### config.mk
export PLATFORM = sky130hd
export DESIGN_NAME = sprite_drawer
export DESIGN_NICKNAME = d
export VERILOG_FILES = /design/src/rtl/sprite_drawer.sv
export SDC_FILE = /design/constraint.sdc
export NUM_CORES = 1
export LEC_CHECK = 0
export BUFFER_PORTS_ARGS = -buffer_cell sky130_fd_sc_hd__buf_2
export CORE_ASPECT_RATIO = 2
export CORE_UTILIZATION = 25
export DETAILED_ROUTE_END_ITERATION = 6
export PLACE_DENSITY = 0.42
export SYNTH_ARGS = -nofsm -noshare
export SYNTH_HDL_FRONTEND = slang
export SYNTH_SLANG_ARGS = --single-unit
### constraint.sdc
create_clock -name clock -period 7.2 [get_ports clock]
set_input_delay 0 -clock clock [delete_from_list [all_inputs] [get_ports clock]]
set_output_delay 0 -clock clock [all_outputs]
set_load 0.02 [all_outputs]
### src/rtl/sprite_drawer.sv
// Sprite/background blitter: scans an SPR_W x SPR_H box, reads two ROMs,
// and emits one VGA pixel write per cycle through a two-stage pipeline.
module sprite_drawer #(
    parameter int         SPR_W  = 8,
    parameter int         SPR_H  = 8,
    parameter logic [8:0] TRANSP = 9'h1FF
) (
    input  logic        clock,
    input  logic        resetn,
    input  logic        drawBG,
    input  logic        drawChar,
    input  logic [8:0]  x,
    input  logic [7:0]  y,
    output logic [16:0] bg_addr,
    input  logic [8:0]  bg_data,
    output logic [5:0]  chr_addr,
    input  logic [8:0]  chr_data,
    output logic [8:0]  vga_x,
    output logic [7:0]  vga_y,
    output logic [8:0]  vga_colour,
    output logic        plot,
    output logic        doneBG,
    output logic        doneChar
);

    localparam int CW = (SPR_W > 1) ? $clog2(SPR_W) : 1;
    localparam int RW = (SPR_H > 1) ? $clog2(SPR_H) : 1;

    typedef enum logic [2:0] {
        IDLE,
        SCAN,
        FLUSH,
        DONE,
        RELEASE
    } state_t;

    state_t        state, state_n;
    logic [CW-1:0] col, col_n;
    logic [RW-1:0] row, row_n;
    logic          fl, fl_n;
    logic          job_bg, job_bg_n;
    logic [8:0]    xl, xl_n;
    logic [7:0]    yl, yl_n;

    logic [9:0]    px, py;
    logic          onscr;
    logic          last_col, last_pix;

    logic          v1;
    logic [8:0]    px1;
    logic [7:0]    py1;

    // 10-bit screen coordinates so the box never wraps past the screen edge
    assign px       = 10'(xl) + 10'(col);
    assign py       = 10'(yl) + 10'(row);
    assign onscr    = (px < 10'd320) && (py < 10'd240);
    assign bg_addr  = 17'(py) * 17'd320 + 17'(px);
    assign chr_addr = 6'(int'(row) * SPR_W + int'(col));
    assign last_col = (int'(col) == SPR_W - 1);
    assign last_pix = last_col && (int'(row) == SPR_H - 1);

    always_comb begin
        state_n  = state;
        col_n    = col;
        row_n    = row;
        fl_n     = fl;
        job_bg_n = job_bg;
        xl_n     = xl;
        yl_n     = yl;
        doneBG   = 1'b0;
        doneChar = 1'b0;
        unique case (state)
            IDLE: begin
                if (drawBG || drawChar) begin
                    xl_n     = x;
                    yl_n     = y;
                    job_bg_n = drawBG;
                    col_n    = '0;
                    row_n    = '0;
                    state_n  = SCAN;
                end
            end
            SCAN: begin
                if (last_pix) begin
                    col_n   = '0;
                    row_n   = '0;
                    fl_n    = 1'b0;
                    state_n = FLUSH;
                end else if (last_col) begin
                    col_n = '0;
                    row_n = row + 1'b1;
                end else begin
                    col_n = col + 1'b1;
                end
            end
            FLUSH: begin
                fl_n = 1'b1;
                if (fl) state_n = DONE;
            end
            DONE: begin
                doneBG   = job_bg;
                doneChar = !job_bg;
                state_n  = RELEASE;
            end
            RELEASE: begin
                if (job_bg ? !drawBG : !drawChar) state_n = IDLE;
            end
            default: state_n = IDLE;
        endcase
    end

    always_ff @(posedge clock) begin
        if (!resetn) begin
            state  <= IDLE;
            col    <= '0;
            row    <= '0;
            fl     <= 1'b0;
            job_bg <= 1'b0;
            xl     <= '0;
            yl     <= '0;
        end else begin
            state  <= state_n;
            col    <= col_n;
            row    <= row_n;
            fl     <= fl_n;
            job_bg <= job_bg_n;
            xl     <= xl_n;
            yl     <= yl_n;
        end
    end

    // Stage 1 waits alongside the ROM read; stage 2 picks the colour
    always_ff @(posedge clock) begin
        if (!resetn) begin
            v1         <= 1'b0;
            px1        <= '0;
            py1        <= '0;
            plot       <= 1'b0;
            vga_x      <= '0;
            vga_y      <= '0;
            vga_colour <= '0;
        end else begin
            v1  <= (state == SCAN) && onscr;
            px1 <= px[8:0];
            py1 <= py[7:0];
            if (v1 && (job_bg || chr_data != TRANSP)) begin
                plot       <= 1'b1;
                vga_x      <= px1;
                vga_y      <= py1;
                vga_colour <= job_bg ? bg_data : chr_data;
            end else begin
                plot <= 1'b0;
            end
        end
    end

endmodule
==> impl_results.md <==
- Status: complete, no violations
- Diode count: 0
- Final Hold Viols: 0
- Starting density of the core: 25.52%
- Num CTS Buffers: 9
- Final setup viols: 0
- Min cycle time layout: 4.224 ns
- DP HPWL: 7849 um
- Die Wd: 91.52 um
- Slowest-stage cell, CP: fa_1
- Synth Warn #: 0
- Final Max Tran Viols: 0
- Crit-path max FO: 5
- DRC Markers: 0
- HP Start: bg_data[4]
- Hold worst-path end: vga_colour[4]
- CTS tree: yes
- Crit path buffers/inverters: 3
- Max cap viols: 0
- Register area: 1461 um^2
- Net Switching: 298.6 uW
- CP required: 7.20 ns
- Multi-input logic area: 2307 um^2
- Total track usage: 13.11%
- DR pass1 iterations: 4
- Vias per cell: 4.419
- H-tree Lvls: 3
- Clock buffer depth: 2
- Post-synth top area share: 36.48%
- Maximum number of pins on one net before global-route repair: 74
- Via count: 3283
- CP Class: reg2out
- Sink Count: 73
- Layout cell share with drive strength beyond 1: 23.62%
- Grt ovf: 0
- # IOs: 91
- Die Height: 181.0 um
- Post-synth ARST share: 0%
- Synth top area cells: dfxtp_1 (36%), nand2_1 (8.9%), ha_1 (8.4%), a21boi_0 (5.2%), xnor2_1 (3.1%)
- Worst reg2reg path startpoint: col[0]
- Critical-path cell list: ha_1, fa_1, a21oi_1, nor2b_1, xnor2_1, inv_1, ha_1, inv_1, fa_1, xor2_1, nor2_1, a21boi_0, and3_1, and3b_1, xnor2_1, buf_2
- CTS Hold Bufs: 18
- CP max stage delay: 0.48 ns
- Non-filler cells, final: 743
- Register bit total from synthesis: 73
- Post-Route Utilization: 31.85%
- Worst slew margin: 35.46%
- Worst EP arrival: 4.22 ns
- CTS clk-pin slew, worst paths: 0.06 ns
- Die area: 16570 um^2
- GP Congestion: 0.7366
- Vias in the first global route: 3374
- Peak VDD IR: 0.08685 mV
- CP top delay family: adder cells
- Sequential area share after synthesis: 36.48%
- Worst-case reg-to-reg path depth: 9
- Pre-CTS WS: 3.317 ns
- Initial antenna violation count: 0
- Antenna Nets Post-Route: 0
- Worst min path class: in2reg
- Root Buffer: clkbuf_16
- Slew @ Worst Pin: 0.9681 ns
- Cell Area, Synth: 4006 um^2
- Most frequent cells in the layout: nand2_1 (95), buf_2 (90), dfxtp_1 (73)
- Worst Skew: 0.008207 ns
- Sequential Power Share: 42.4%
- Max Clk Rate: 236.8 MHz
- Cell depth of the worst hold path: 4
- Post-CTS resize count: 0
- PortBufs: 90
- WL final: 10130 um
- Clock latency on the worst-skew pair: 0.33 ns
- R2r setup slk: 4.85 ns
- Critical path launch point type: register
- Core Rows: 65
- Synth area leader: dfxtp_1
- Setup TNS: 0 ns
- Fillcell total: 1716
- Pwr dens: 209.6 nW/um^2
- Power Internal: 748.9 uW
- Crit Reg-Reg Endpoint: v1
- Sw frac: 28.51%
- Post-Syn Area per Cell: 9.003 um^2
- Clock network power share: 38.8%
- Area of the core: 15700 um^2
- First-pass GRT wire length: 16840 um
- Static leakage: 2.352 nW
- Yosys cell types: 49
- Synth Flop Type: dfxtp_1
- Area grow syn2layout: 24.77%
- Post-Syn Instances: 445
- Fin nets: 608
- Placed cells: 710
- DR WL/cell: 13.63 um
- EDFF count, synth: 0
- Postcts setup bufs: 0
- RSZ-0062 raised after global routing: no
- DR iter-0 viols: 88
- Crit path capture type: primary output
- Final period util: 58.66%
- Comb pwr share: 18.8%
- Commonest non-fill, non-tap cell in the layout: nand2_1
- Setup WS post-layout: 2.976 ns
- Syn_nets: 515
cells in the mapped netlist (2+ instances only):
master	instances
nor2b_1	14
fa_1	4
inv_1	18
nand2_1	95
and2_1	17
nor3b_1	4
a21o_1	6
nor2_1	14
a21oi_2	3
and3_1	3
nor3_1	4
a21boi_0	28
nand3_1	8
o21a_1	2
buf_4	8
nand4_1	4
o211a_1	10
a21oi_1	9
xor2_1	12
o21ai_0	6
ha_1	27
buf_6	5
clkbuf_1	12
a21boi_2	10
mux2i_1	9
xnor2_1	14
buf_2	3
dfxtp_1	73
a31oi_1	3
worst register-to-register path: cells and delay by family (launching register included):
family                     cells  cell delay (ns)
buffers and inverters          2             0.12
and+or+nand+nor                1             0.19
adders and majority gates      2             0.60
AOI/OAI and AO/OA              4             0.89
DFF                            1             0.42
worst max-delay path by stage:
stage | depth (start not counted) | endpoint | slack, ns | start
after floorplan | 15 | bg_addr[16] | 3.59 | row[0]
after global placement | 16 | bg_addr[16] | 3.39 | row[0]
after detailed placement | 16 | bg_addr[16] | 3.32 | row[0]
after CTS | 16 | bg_addr[16] | 2.94 | row[0]
after global routing | 16 | bg_addr[16] | 2.62 | row[0]
final | 16 | bg_addr[16] | 2.98 | row[0]
layout make-up:
type	instances	area share, %
inverters	18	1.352
flip-flops and latches	73	29.24
well taps	201	5.031
repair buffers	110	12.92
multi-input cells	326	46.16
clock buffers	13	5.006
clock inverters	2	0.3004
flip-flops by register name, indices dropped and copies added, names as in the netlist:
signal	flops
xl	9
py1	8
fl	1
yl	8
job_bg	1
plot	1
px1	9
col	3
v1	1
vga_colour	9
vga_y	8
vga_x	9
row	3
state	3
per-layer routing:
metal  wire length (um)  global-route usage (%)
met1               3774                   12.48
met2               5718                   25.89
met3                369                   2.609
met4                265                   6.222
met5                  0                       0
kinds of logic after synthesis:
kind of cell    Yosys count  synth area share (%)
compound gates           89                 18.74
xor+xnor                 26                 5.684
fa+ha+maj                31                 10.43
buf+inv                  46                 6.090
flops                    73                 36.48
mux                      10                 2.530
simple gates            170                 20.05
per-stage QoR:
stage | power (mW) | hold WS [ns] | instance area (um^2)
floorplan | 0.5902 | 0.1449 | 4006
global placement | 0.6442 | 0.2553 | 4553
detailed placement | 0.6470 | 0.2664 | 4553
CTS | 1.068 | 0.01138 | 4999
global route | 1.105 | 0.03194 | 4999
finish | 1.048 | 0.01725 | 4999
power by group through the flow:
stage	registers (mW)	clock network, mW	logic (mW)
final	0.444	0.407	0.197
after CTS	0.444	0.422	0.202
after global routing	0.447	0.437	0.221
after detailed placement	0.453	0	0.194
after floorplan	0.453	0	0.137
after global placement	0.452	0	0.192
Power figures use the tool's default switching activity.
